`src/rtl/uart_msg_sender.sv`:
```
// rtl/uart_msg_sender.sv - buffered, triggered/periodic UART message sender (8N1; even parity when UART_PARITY_EN is defined)
module uart_msg_sender #(
    parameter int CLK_HZ    = 27_000_000,
    parameter int BAUD      = 115200,
    parameter int MSG_DEPTH = 16,
    parameter int PERIOD_MS = 1000,
    localparam int AW = $clog2(MSG_DEPTH),
    localparam int LW = $clog2(MSG_DEPTH + 1)
) (
    input  logic          clk,
    input  logic          rst_n,
    input  logic          msg_we,
    input  logic [AW-1:0] msg_waddr,
    input  logic [7:0]    msg_wdata,
    input  logic [LW-1:0] msg_len,
    input  logic          trigger,
    input  logic          auto_en,
    output logic          busy,
    output logic          done,
    output logic          uart_tx
);
    localparam int BIT_CYC    = CLK_HZ / BAUD;
    localparam int PERIOD_CYC = (CLK_HZ / 1000) * PERIOD_MS;
    localparam int CW         = (BIT_CYC > 1) ? $clog2(BIT_CYC) : 1;
    localparam int PW         = (PERIOD_CYC > 1) ? $clog2(PERIOD_CYC) : 1;
    localparam logic [CW-1:0] BIT_LAST = CW'(BIT_CYC - 1);
    localparam logic [PW-1:0] PER_LAST = PW'(PERIOD_CYC - 1);
    localparam logic [LW-1:0] DEPTH_L  = LW'(MSG_DEPTH);

    typedef enum logic [2:0] {
        S_IDLE,
        S_START,
        S_DATA,
`ifdef UART_PARITY_EN
        S_PARITY,
`endif
        S_STOP
    } state_t;

    state_t        state, state_nx;
    logic [7:0]    mem [MSG_DEPTH];
    logic [CW-1:0] bit_cnt;
    logic [2:0]    bit_idx, bit_idx_nx;
    logic [AW-1:0] byte_idx, fetch_idx;
    logic [LW-1:0] len_q, len_clamp;
    logic [7:0]    cur_byte;
    logic [PW-1:0] per_cnt;
    logic          per_tick;
    logic          bit_end, last_byte, start_ok;
    logic          tx_d, done_d;

    assign len_clamp = (msg_len > DEPTH_L) ? DEPTH_L : msg_len;
    assign bit_end   = (bit_cnt == BIT_LAST);
    assign last_byte = ((LW'(byte_idx) + LW'(1)) == len_q);
    assign start_ok  = (state == S_IDLE) && (trigger || (per_tick && auto_en))
                       && (len_clamp != '0);
    // Each byte is read from the buffer as its start bit begins.
    assign fetch_idx  = (state == S_STOP) ? byte_idx + AW'(1) : '0;
    assign bit_idx_nx = (state == S_DATA && bit_end) ? bit_idx + 3'd1 : bit_idx;

    always_ff @(posedge clk or negedge rst_n) begin
        if (!rst_n) begin
            state <= S_IDLE;
        end else begin
            state <= state_nx;
        end
    end

    always_comb begin
        state_nx = state;
        case (state)
            S_IDLE: begin
                if (start_ok) state_nx = S_START;
            end
            S_START: begin
                if (bit_end) state_nx = S_DATA;
            end
            S_DATA: begin
                if (bit_end && (bit_idx == 3'd7)) begin
`ifdef UART_PARITY_EN
                    state_nx = S_PARITY;
`else
                    state_nx = S_STOP;
`endif
                end
            end
`ifdef UART_PARITY_EN
            S_PARITY: begin
                if (bit_end) state_nx = S_STOP;
            end
`endif
            S_STOP: begin
                if (bit_end) state_nx = last_byte ? S_IDLE : S_START;
            end
            default: state_nx = S_IDLE;
        endcase
    end

    // Line level is computed for the upcoming state so uart_tx can be a plain flop.
    always_comb begin
        tx_d   = 1'b1;
        done_d = (state == S_STOP) && (state_nx == S_IDLE);
        busy   = (state != S_IDLE);
        case (state_nx)
            S_START:  tx_d = 1'b0;
            S_DATA:   tx_d = cur_byte[bit_idx_nx];
`ifdef UART_PARITY_EN
            S_PARITY: tx_d = ^cur_byte;
`endif
            default:  tx_d = 1'b1;
        endcase
    end

    always_ff @(posedge clk or negedge rst_n) begin
        if (!rst_n) begin
            uart_tx  <= 1'b1;
            done     <= 1'b0;
            bit_cnt  <= '0;
            bit_idx  <= '0;
            byte_idx <= '0;
            len_q    <= '0;
            cur_byte <= '0;
        end else begin
            uart_tx <= tx_d;
            done    <= done_d;
            bit_idx <= (state == S_IDLE) ? 3'd0 : bit_idx_nx;
            if (state == S_IDLE || bit_end) begin
                bit_cnt <= '0;
            end else begin
                bit_cnt <= bit_cnt + CW'(1);
            end
            if (state == S_IDLE) begin
                byte_idx <= '0;
            end else if (state == S_STOP && bit_end) begin
                byte_idx <= last_byte ? '0 : byte_idx + AW'(1);
            end
            if (start_ok) len_q <= len_clamp;
            if (state_nx == S_START && state != S_START) cur_byte <= mem[fetch_idx];
        end
    end

    always_ff @(posedge clk or negedge rst_n) begin
        if (!rst_n) begin
            for (int i = 0; i < MSG_DEPTH; i++) mem[i] <= 8'h00;
        end else if (msg_we) begin
            mem[msg_waddr] <= msg_wdata;
        end
    end

    // Tick is registered, which puts one extra idle cycle between auto messages.
    always_ff @(posedge clk or negedge rst_n) begin
        if (!rst_n) begin
            per_cnt  <= '0;
            per_tick <= 1'b0;
        end else begin
            per_tick <= (state == S_IDLE) && auto_en && (per_cnt == PER_LAST);
            if (state == S_IDLE && auto_en) begin
                per_cnt <= (per_cnt == PER_LAST) ? '0 : per_cnt + PW'(1);
            end else begin
                per_cnt <= '0;
            end
        end
    end

endmodule

```
`config.mk`:
```
export PLATFORM = sky130hd
export DESIGN_NAME = uart_msg_sender
export DESIGN_NICKNAME = d
export VERILOG_FILES = /design/src/rtl/uart_msg_sender.sv
export SDC_FILE = /design/constraint.sdc
export NUM_CORES = 1
export LEC_CHECK = 0
export BUFFER_PORTS_ARGS = -buffer_cell sky130_fd_sc_hd__buf_2
export CORE_MARGIN = 5
export CORE_UTILIZATION = 55
export DETAILED_ROUTE_END_ITERATION = 10
export MAX_ROUTING_LAYER = met4
export PLACE_DENSITY_LB_ADDON = 0.2
export SYNTH_ARGS = -nofsm -noshare
export SYNTH_HDL_FRONTEND = slang
export SYNTH_SLANG_ARGS = --single-unit
```
`constraint.sdc`:
```
create_clock -name clk -period 4.22 [get_ports clk]
set_clock_uncertainty 0.15 [all_clocks]
set_input_delay 0 -clock clk [delete_from_list [all_inputs] [get_ports clk]]
set_output_delay 0 -clock clk [all_outputs]
set_load 0.02 [all_outputs]
```
; Word-level counts from Yosys, hierarchy flattened
; Cells that the tools add are included.
[word_totals]
output_inout_bits = 3
ff_bits = 187
[op_classes]
add_sub_neg = 5
eq_ne = 10
n_reduce_logical = 18
n_bitwise = 2
mux = 25
order_cmp = 5
[op_table]
columns = op, n
row1 = $bwmux 128, 1
row2 = $mux 25, 2
row3 = $bmux 8 s4, 1
row4 = $demux 8 s4, 1
row5 = $mux 8, 4
row6 = $add 25x1->25 const B, 1
row7 = $eq 25x25->1 const B, 1
row8 = $mux 3, 6
row9 = $mux 4, 4
row10 = $pmux 3 s4, 1
row11 = $logic_and 1x1->1, 11
row12 = $ge 5x5->1 const B, 2
row13 = $not 4->5, 2
row14 = $eq 3x2->1 const B, 3
row15 = $add 8x1->8 const B, 1
row16 = $eq 8x8->1 const B, 1
row17 = $eq 3x1->1 const B, 2
row18 = $logic_not 3->1, 2
row19 = $add 4x1->5 const B, 1
row20 = $eq 5x5->1, 1
row21 = $gt 5x5->1 const B, 1
row22 = $lt 5x1->1 const B, 1
row23 = $mux 5, 1
row24 = $reduce_bool 5->1, 1
row25 = 11 further kinds, 13

; Depth between registers and ports, before layout
; Gate-level depths: netlist of run 1.
[logic_depth]
ltp_word = 8
depth_mapped = 9
depth_no_buf = 8

; Least setup slack after synthesis of run 1
; No wires, ideal clock.
[synth_timing]
path_kind = flip-flop to flip-flop
from = register byte_idx[0]
to = register cur_byte[7]
t_arrival_ns = 1.912
path_stages_with_launch = 9
n_path_buf = 2
setup_ns = 0.124
setup_slack_ns = 2.034
cell_sequence = dfrtp_1 -> buf_2 -> and4bb_2 -> buf_2 -> mux2_2 -> a221oi_1 -> nor2_1 -> a22oi_1 -> a21oi_1
[synth_between]
elab_chain_len = 7
elab_cells_between_ends = 13
cone_classes = 2 x add/sub / 2 x eq/ne / 7 x mux / 1 x bitwise / 1 x reduce/logical
[synth_lines]
columns = element, line
row1 = from (decl), 44  ; logic [AW-1:0] byte_idx, fetch_idx;
row2 = from (signal assigned), 135  ; byte_idx <= last_byte ? '0 : byte_idx + AW'(1);
row3 = $add 4x1->5, 54  ; assign last_byte = ((LW'(byte_idx) + LW'(1)) == len_q);
row4 = $eq 5x5->1, 54
row5 = $mux 1, 93  ; if (bit_end) state_nx = last_byte ? S_IDLE : S_START;
row6 = $mux 3, 93
row7 = $pmux 3 s4, 71  ; case (state)
row8 = $eq 3x1->1, 138  ; if (state_nx == S_START && state != S_START) cur_byte <= mem[fetch_idx];
row9 = $logic_and 1x1->1, 138
row10 = to (signal assigned), 138
row11 = to (decl), 46  ; logic [7:0] cur_byte;
; Several ways; a longest one is shown, not always the timed one. The select of a mux whose other input is x is not followed.
; A chain may end at the register's enable or synchronous reset.

; Worst setup path in the final report of run 1
[layout_timing]
from = register byte_idx[1]
to = register cur_byte[7]
; The elaborated chain is that of the path after synthesis.

==> results of run 1 <==
[final timing paths]
check	cells after the start	start	to
min in group clk	5	trigger	len_q[0]
max in group asynchronous	3	rst_n	mem[20]
hold / removal	2	rst_n	bit_cnt[5]
hold reg to reg	1	mem[49]	mem[49]
setup / recovery	7	byte_idx[1]	cur_byte[7]
setup reg to reg	7	byte_idx[1]	cur_byte[7]
[power groups by stage]
stage	clock (mW)	sequential, mW	combinational (mW)
finish	1.68	2.34	0.660
global route	1.78	2.37	0.726
CTS	1.71	2.33	0.665
detailed placement	0	2.36	0.646
global placement	0	2.35	0.615
floorplan	0	2.28	0.495
[stage by stage]
stage	cell area, µm²	total power [mW]	util	hold slack, ns
after floorplan	9000	2.78	-	-0.446
after global placement	9250	2.96	0.580	0.0359
after detailed placement	9250	3.01	0.580	0.0494
after CTS	10100	4.70	0.631	0.0891
after global routing	10100	4.88	0.631	0.175
final	10100	4.67	0.631	0.0932
[cell families (layout without fill, tap and decap cells)]
group	after synthesis	after routing	share of synthesized area
DFF	187	187	0.520
muxes	166	166	0.224
adders and majority gates	6	6	0.00834
buffers and inverters	48	90	0.0249
and+or+nand+nor	207	207	0.112
xor gates and xnor gates	36	36	0.0377
other	1	1	0.000417
AOI/OAI and AO/OA	89	89	0.0731
[worst max-delay path: stages (launching register included)]
cell and delay, ns:
dfrtp_1 0.40, ha_1 0.84, buf_4 0.37, nand2_1 0.21
a221oi_1 0.32, nor2_1 0.07, a22oi_1 0.25, a21oi_1 0.10
[layout make-up]
type                       instances  area, µm²  area share
clock buffer                      19        443      0.0441
clock inverter                    13        178      0.0177
inverter                          10       37.5     0.00373
multi-input combinational        505       4090       0.407
sequential                       187       4680       0.466
tap                              216        270      0.0269
timing repair buffer              48        352      0.0350
[synthesized netlist by cell type, types with 5 or more instances]
cell and n:
nor2_1 66, o21ai_0 18, inv_1 8, o221ai_1 7
mux4_2 14, dfrtp_1 186, mux2_2 140, a31oi_1 9
mux2i_1 12, nand3_1 30, clkbuf_1 23, xnor2_1 13
a22oi_1 6, xor2_1 21, and3_1 6, nand2_1 53
a221oi_1 9, nand2b_1 5, nor3_1 5, and2_1 5
ha_1 6, nand4_1 9, buf_2 10, a21oi_1 13
[flip-flops by register name, indices dropped and copies added (netlist names)]
name and flops:
len_q 5, bit_idx 3, state 3, uart_tx 1
done 1, byte_idx 4, per_tick 1, bit_cnt 8
mem 128, per_cnt 25, cur_byte 8
[routing by layer]
| metal | GRT usage | part of all wire | wire length, µm | up-vias |
|---|---|---|---|---|
| met4 | 0.0785 | 0.021 | 426 | 0 |
| met5 | - | 0 | 0 | - |
| li1 | - | - | - | 2742 |
| met1 | 0.308 | 0.44 | 8760 | 3099 |
| met2 | 0.373 | 0.50 | 10100 | 140 |
| met3 | 0.0406 | 0.039 | 789 | 34 |
==> run metrics, run 1 <==
clock share of power=0.359; commonest non-fill, non-tap cell in the layout=dfrtp_1; post-CTS sizing=0; fin crit share=0.676; Peak Freq=about 0.35 GHz; Final Non-Filler Cells=~1000; post-synthesis cell count=740; # IOs=25; Synthesized Nets=approximately 770; clock root buffer=clkbuf_16; endpoints failing hold=0; core area=approximately 16000 µm²; worst min path class=in2async; Die Span X=roughly 140 µm; cell row count=46; PortBufs=24; net switching power=1.20 mW; status=complete, no violations; Setup-failing EPs final=0; Final ANT Viol Nets=0; Initial Util=0.564; Worst slew margin=0.324; first-pass GRT wire length=32.8 mm; Power Dens Cells=465 nW/µm²; number of CTS-inserted buffers=17; share of cells above drive strength 1=0.299; Switching Share=0.257; number of buffers added for setup after CTS=0; Post-Place Cells=between 900 and 1000; main area contributors after synthesis=dfrtp_1 52%, mux2_2 18%, mux4_2 3.5%, nor2_1 2.8%, nand2_1 2.2%; Reg clk slew, reported paths=around 0.070 ns; Cell variety after synth=62; CP required=between 4 and 5 ns; asr flop ratio synth=1.00; Tot GR Track Use=0.234; Worst Max-Slew Pin Slew=around 1 ns; Power Internal=about 3.5 mW; max-slew violation count=0; sequential area share after synthesis=0.520; maxcap violations=0; CP Max Fanout=23; most frequent cells in the layout=186 x dfrtp_1, 140 x mux2_2, 66 x nor2_1; DP Worst Slack=1.44 ns; WL/cell=between 20 and 25 µm; Synth warnings=0; VDD IR max=about 0.26 mV; Vias/cell=about 6.0; Post-Syn Area=about 9000 µm²; area leader, netlist=dfrtp_1; H-tree Lvls=4; flops & latches, synth=between 150 and 200; post-route setup TNS=0 ns; Main synth FF type=dfrtp_1; TritonCTS sink count=between 150 and 200; DR iter-0 viols=between 500 and 600; CP Data Arrival Time=~3.0 ns; CTS max path bufs=2; antenna violations before repair=0; Setup CP Type=reg2reg; # DRC=0; Routability Congestion=0.906; Ant. Diodes=0; Routed WL=~20 mm; Setup crit end kind=flip-flop; CTS tree=done; Worst R2R Setup Slack=1.37 ns; Synth top area share=0.517; vias in the first global route=~6000; Avg Cell Area, Syn=about 12 µm²; vias after detailed routing=6015; RSZ-0062 raised after global routing=false; DRT Pass-1 Iters=5; grt ovf=0; largest net degree at the start of global routing=around 110; min cycle time layout=about 2.9 ns; Nets=approximately 800; Comb pwr share=0.141; fillers=1254; final setup margin=between 1 and 1.5 ns; die area=19000 µm²; Area growth syn-to-layout=11.7%; CP Launch Type=flip-flop; clk_lat worst skew=0.43 ns; DIE HEIGHT=about 140 µm; DP HPWL=13.6 mm; Seq pwr share=0.500; hold bufs inserted after CTS=18; Post-synth EDFFs=0; Leakage=between 4 and 5 nW
Power figures use the tool's default switching activity.
==> run 2, diff against run 1 <==
ABC_AREA = 1   (was default)
clock period = 2.45 ns   (was 4.22 ns; I/O delays follow)
==> run metrics, run 2 <==
Area growth syn-to-layout=13.7%; Leakage=5.05 nW (+20%); clk_lat worst skew=0.43 ns (about the same); die area=19200 µm² (+0.81%); asr flop ratio synth=1.00 (unchanged); # DRC=0 (unchanged); Ant. Diodes=0 (unchanged); final hold slack=-0.00144 ns (-0.0946 ns); core area=16400 µm² (+2.9%); Synth warnings=0 (unchanged); biggest regs=mem (128), per_cnt (25); Routed WL=22.4 mm (+12%); main area contributors after synthesis=dfrtp_1 51%, nand2_1 13%, o21ai_0 8.9%, nand3_1 5.6%, nor2_1 5.5%; clock root buffer=clkbuf_16; H-tree Lvls=4 (unchanged); share of cells above drive strength 1=0.0788 (-0.220); Reg clk slew, reported paths=0.07 ns (about the same); Setup-failing EPs final=0 (unchanged); Post-Syn Area=9080 µm² (+0.88%); status=complete, but fails checks; post-synthesis mux area share=0 (-0.224); endpoints failing hold=1 (+1); vias after detailed routing=7823 (+30%); fin crit share=0.937 (+0.261); Synth Area in XOR/XNOR=0.00979 (-0.0279); simple-gate portion of the synthesized area=0.292 (+0.181); Cell variety after synth=38 (-39%); Peak Freq=0.436 GHz (+24%); clock share of power=0.384 (+0.025); failing checks=negative hold slack; largest net degree at the start of global routing=82 (-26%); # IOs=25 (unchanged); max-slew violation count=0 (unchanged); Routability Congestion=0.852 (-6.0%); Avg Cell Area, Syn=7.76 µm² (-36%); Synthesized Nets=1197 (+56%); antenna violations before repair=0 (unchanged); Tot GR Track Use=0.248 (+0.0143); net switching power=2.07 mW (+72%); WL/cell=15.6 µm (-22%); flops & latches, synth=187 (unchanged); most instantiated cells after synthesis=325 x nand2_1, 186 x dfrtp_1, 162 x o21ai_0; Final ANT Viol Nets=0 (unchanged); CP Data Arrival Time=2.52 ns (-0.47 ns); Setup CP Type=reg2reg; post-synthesis cell count=1169 (+58%); CP required=2.67 ns (-1.69 ns); first-pass GRT wire length=38.1 mm (+16%); CP Max Fanout=8 (-65%); DR iter-0 viols=765 (+42%); vias in the first global route=7561 (+24%); Comb pwr share=0.125 (-0.016); most numerous cell in the Yosys netlist=nand2_1; Worst Max-Slew Pin Slew=0.681 ns (-0.333 ns); Power Internal=5.87 mW (+69%); Initial Util=0.553 (-0.0112); Worst slew margin=0.546 (+0.222); TritonCTS sink count=187 (unchanged); sequential area share after synthesis=0.516 (-0.00452); Largest register FFs=128 (unchanged); CTS max path bufs=2 (unchanged); VDD IR max=0.508 mV (+92%); PortBufs=24 (unchanged); number of CTS-inserted buffers=17 (unchanged); DP HPWL=14.3 mm (+4.8%); grt ovf=0 (unchanged); cell row count=47 (+2.2%); design area=10300 µm² (+2.7%); Seq pwr share=0.490 (-0.010); CP Launch Type=flip-flop; RSZ-0062 raised after global routing=false; min cycle time layout=2.30 ns (-0.557 ns); Reg with most FFs=mem; post-route setup TNS=0 ns (unchanged); Post-synth EDFFs=0 (unchanged); CTS tree=done; area leader, netlist=dfrtp_1; largest family of logic cells by synthesized area=simple AND/OR/NAND/NOR gates; commonest non-fill, non-tap cell in the layout=nand2_1; DP Area=9460 µm² (+2.3%); Nets=1233 (+55%); Compound-Gate Fraction of Synth Area=0.108 (+0.0351); share of synthesized cell area in full adder, half adder and majority cells=0.00827 (-0.0000725); DIE HEIGHT=138 µm (+0.41%); maxcap violations=0 (unchanged); Setup crit end kind=flip-flop; Main synth FF type=dfrtp_1; Switching Share=0.261 (+0.00383); Power Dens Cells=769 nW/µm² (+65%); worst min path class=in2async; Die Span X=138 µm (+0.41%); most frequent cells in the layout=325 x nand2_1, 186 x dfrtp_1, 162 x o21ai_0; Synth top area share=0.513 (-0.00449); DRT Pass-1 Iters=5 (unchanged); Vias/cell=5.44 (-9.7%)
## run 2: cells by family (layout without fill, tap and decap cells)
group / Yosys count / count (layout)
compound gates: 192 / 192
xor+xnor: 8 / 8
fa+ha+maj: 6 / 6
buf+inv: 149 / 198
flops: 187 / 187
other cells: 1 / 1
simple gates: 626 / 626
## run 2: metrics by stage
step / worst slack [ns] / utilization / hold slack [ns] / power, mW / instances
after floorplan: 0.441 / - / -0.446 / 4.56 / 1169
after global placement: 0.318 / 0.577 / -0.0661 / 4.86 / 1386
after detailed placement: 0.210 / 0.577 / -0.0699 / 4.91 / 1386
after CTS: 0.144 / 0.628 / 0.00202 / 7.97 / 1437
after global routing: 0.0267 / 0.629 / 0.0644 / 8.33 / 1438
final: 0.154 / 0.629 / -0.00144 / 7.94 / 1438
## run 2: area by class of cell
class                      count  area [µm²]
fill                        1437        6080
clock buffer                  21         460
timing repair buffer          65         522
sequential                   187        4680
multi-input combinational    833        3810
inverter                     101         379
clock inverter                11         191
tap                          220         275
## run 2: repair_timing
action                                 CTS  global route
endpoints found under the hold margin  143             0
buffers inserted                         0             1
gates resized for setup                  0             2
setup endpoints to repair                0            10
hold buffers                            19             0
## run 2: worst max-delay path, cell delays in order, from the launching register on
cell	delay [ns]
dfrtp_1	0.48
nor3_4	0.26
inv_2	0.08
or2_1	0.24
a21oi_4	0.22
nand3_1	0.14
dlygate4sd3_1	0.60
nand2_1	0.07
## run 2: worst paths after layout
kind	start	end	slack, ns	depth (start not counted)
worst max-delay path	state[0]	len_q[0]	0.15	7
worst min-delay path	rst_n	mem[85]	-0.001	2
worst max register to register	state[0]	len_q[0]	0.15	7
worst min register to register	per_cnt[0]	per_cnt[0]	0.32	1
max in group asynchronous	rst_n	mem[23]	1.39	3
min in group clk	msg_waddr[3]	mem[16]	0.02	6
## run 2: metal layers
metal,up-vias,track usage,share of wire
li1,3847,-,-
met1,3752,0.338,0.46
met2,195,0.393,0.49
met3,29,0.0394,0.044
met4,0,0.0671,0.016
met5,-,-,0
## run 2: power by group through the flow
stage	Combinational, mW	Sequential, mW	Clock (mW)
after floorplan	0.703	3.86	0
after global placement	0.931	3.93	0
after detailed placement	0.977	3.94	0
after CTS	1.00	3.89	3.08
after global routing	1.17	3.95	3.21
final	0.994	3.89	3.05
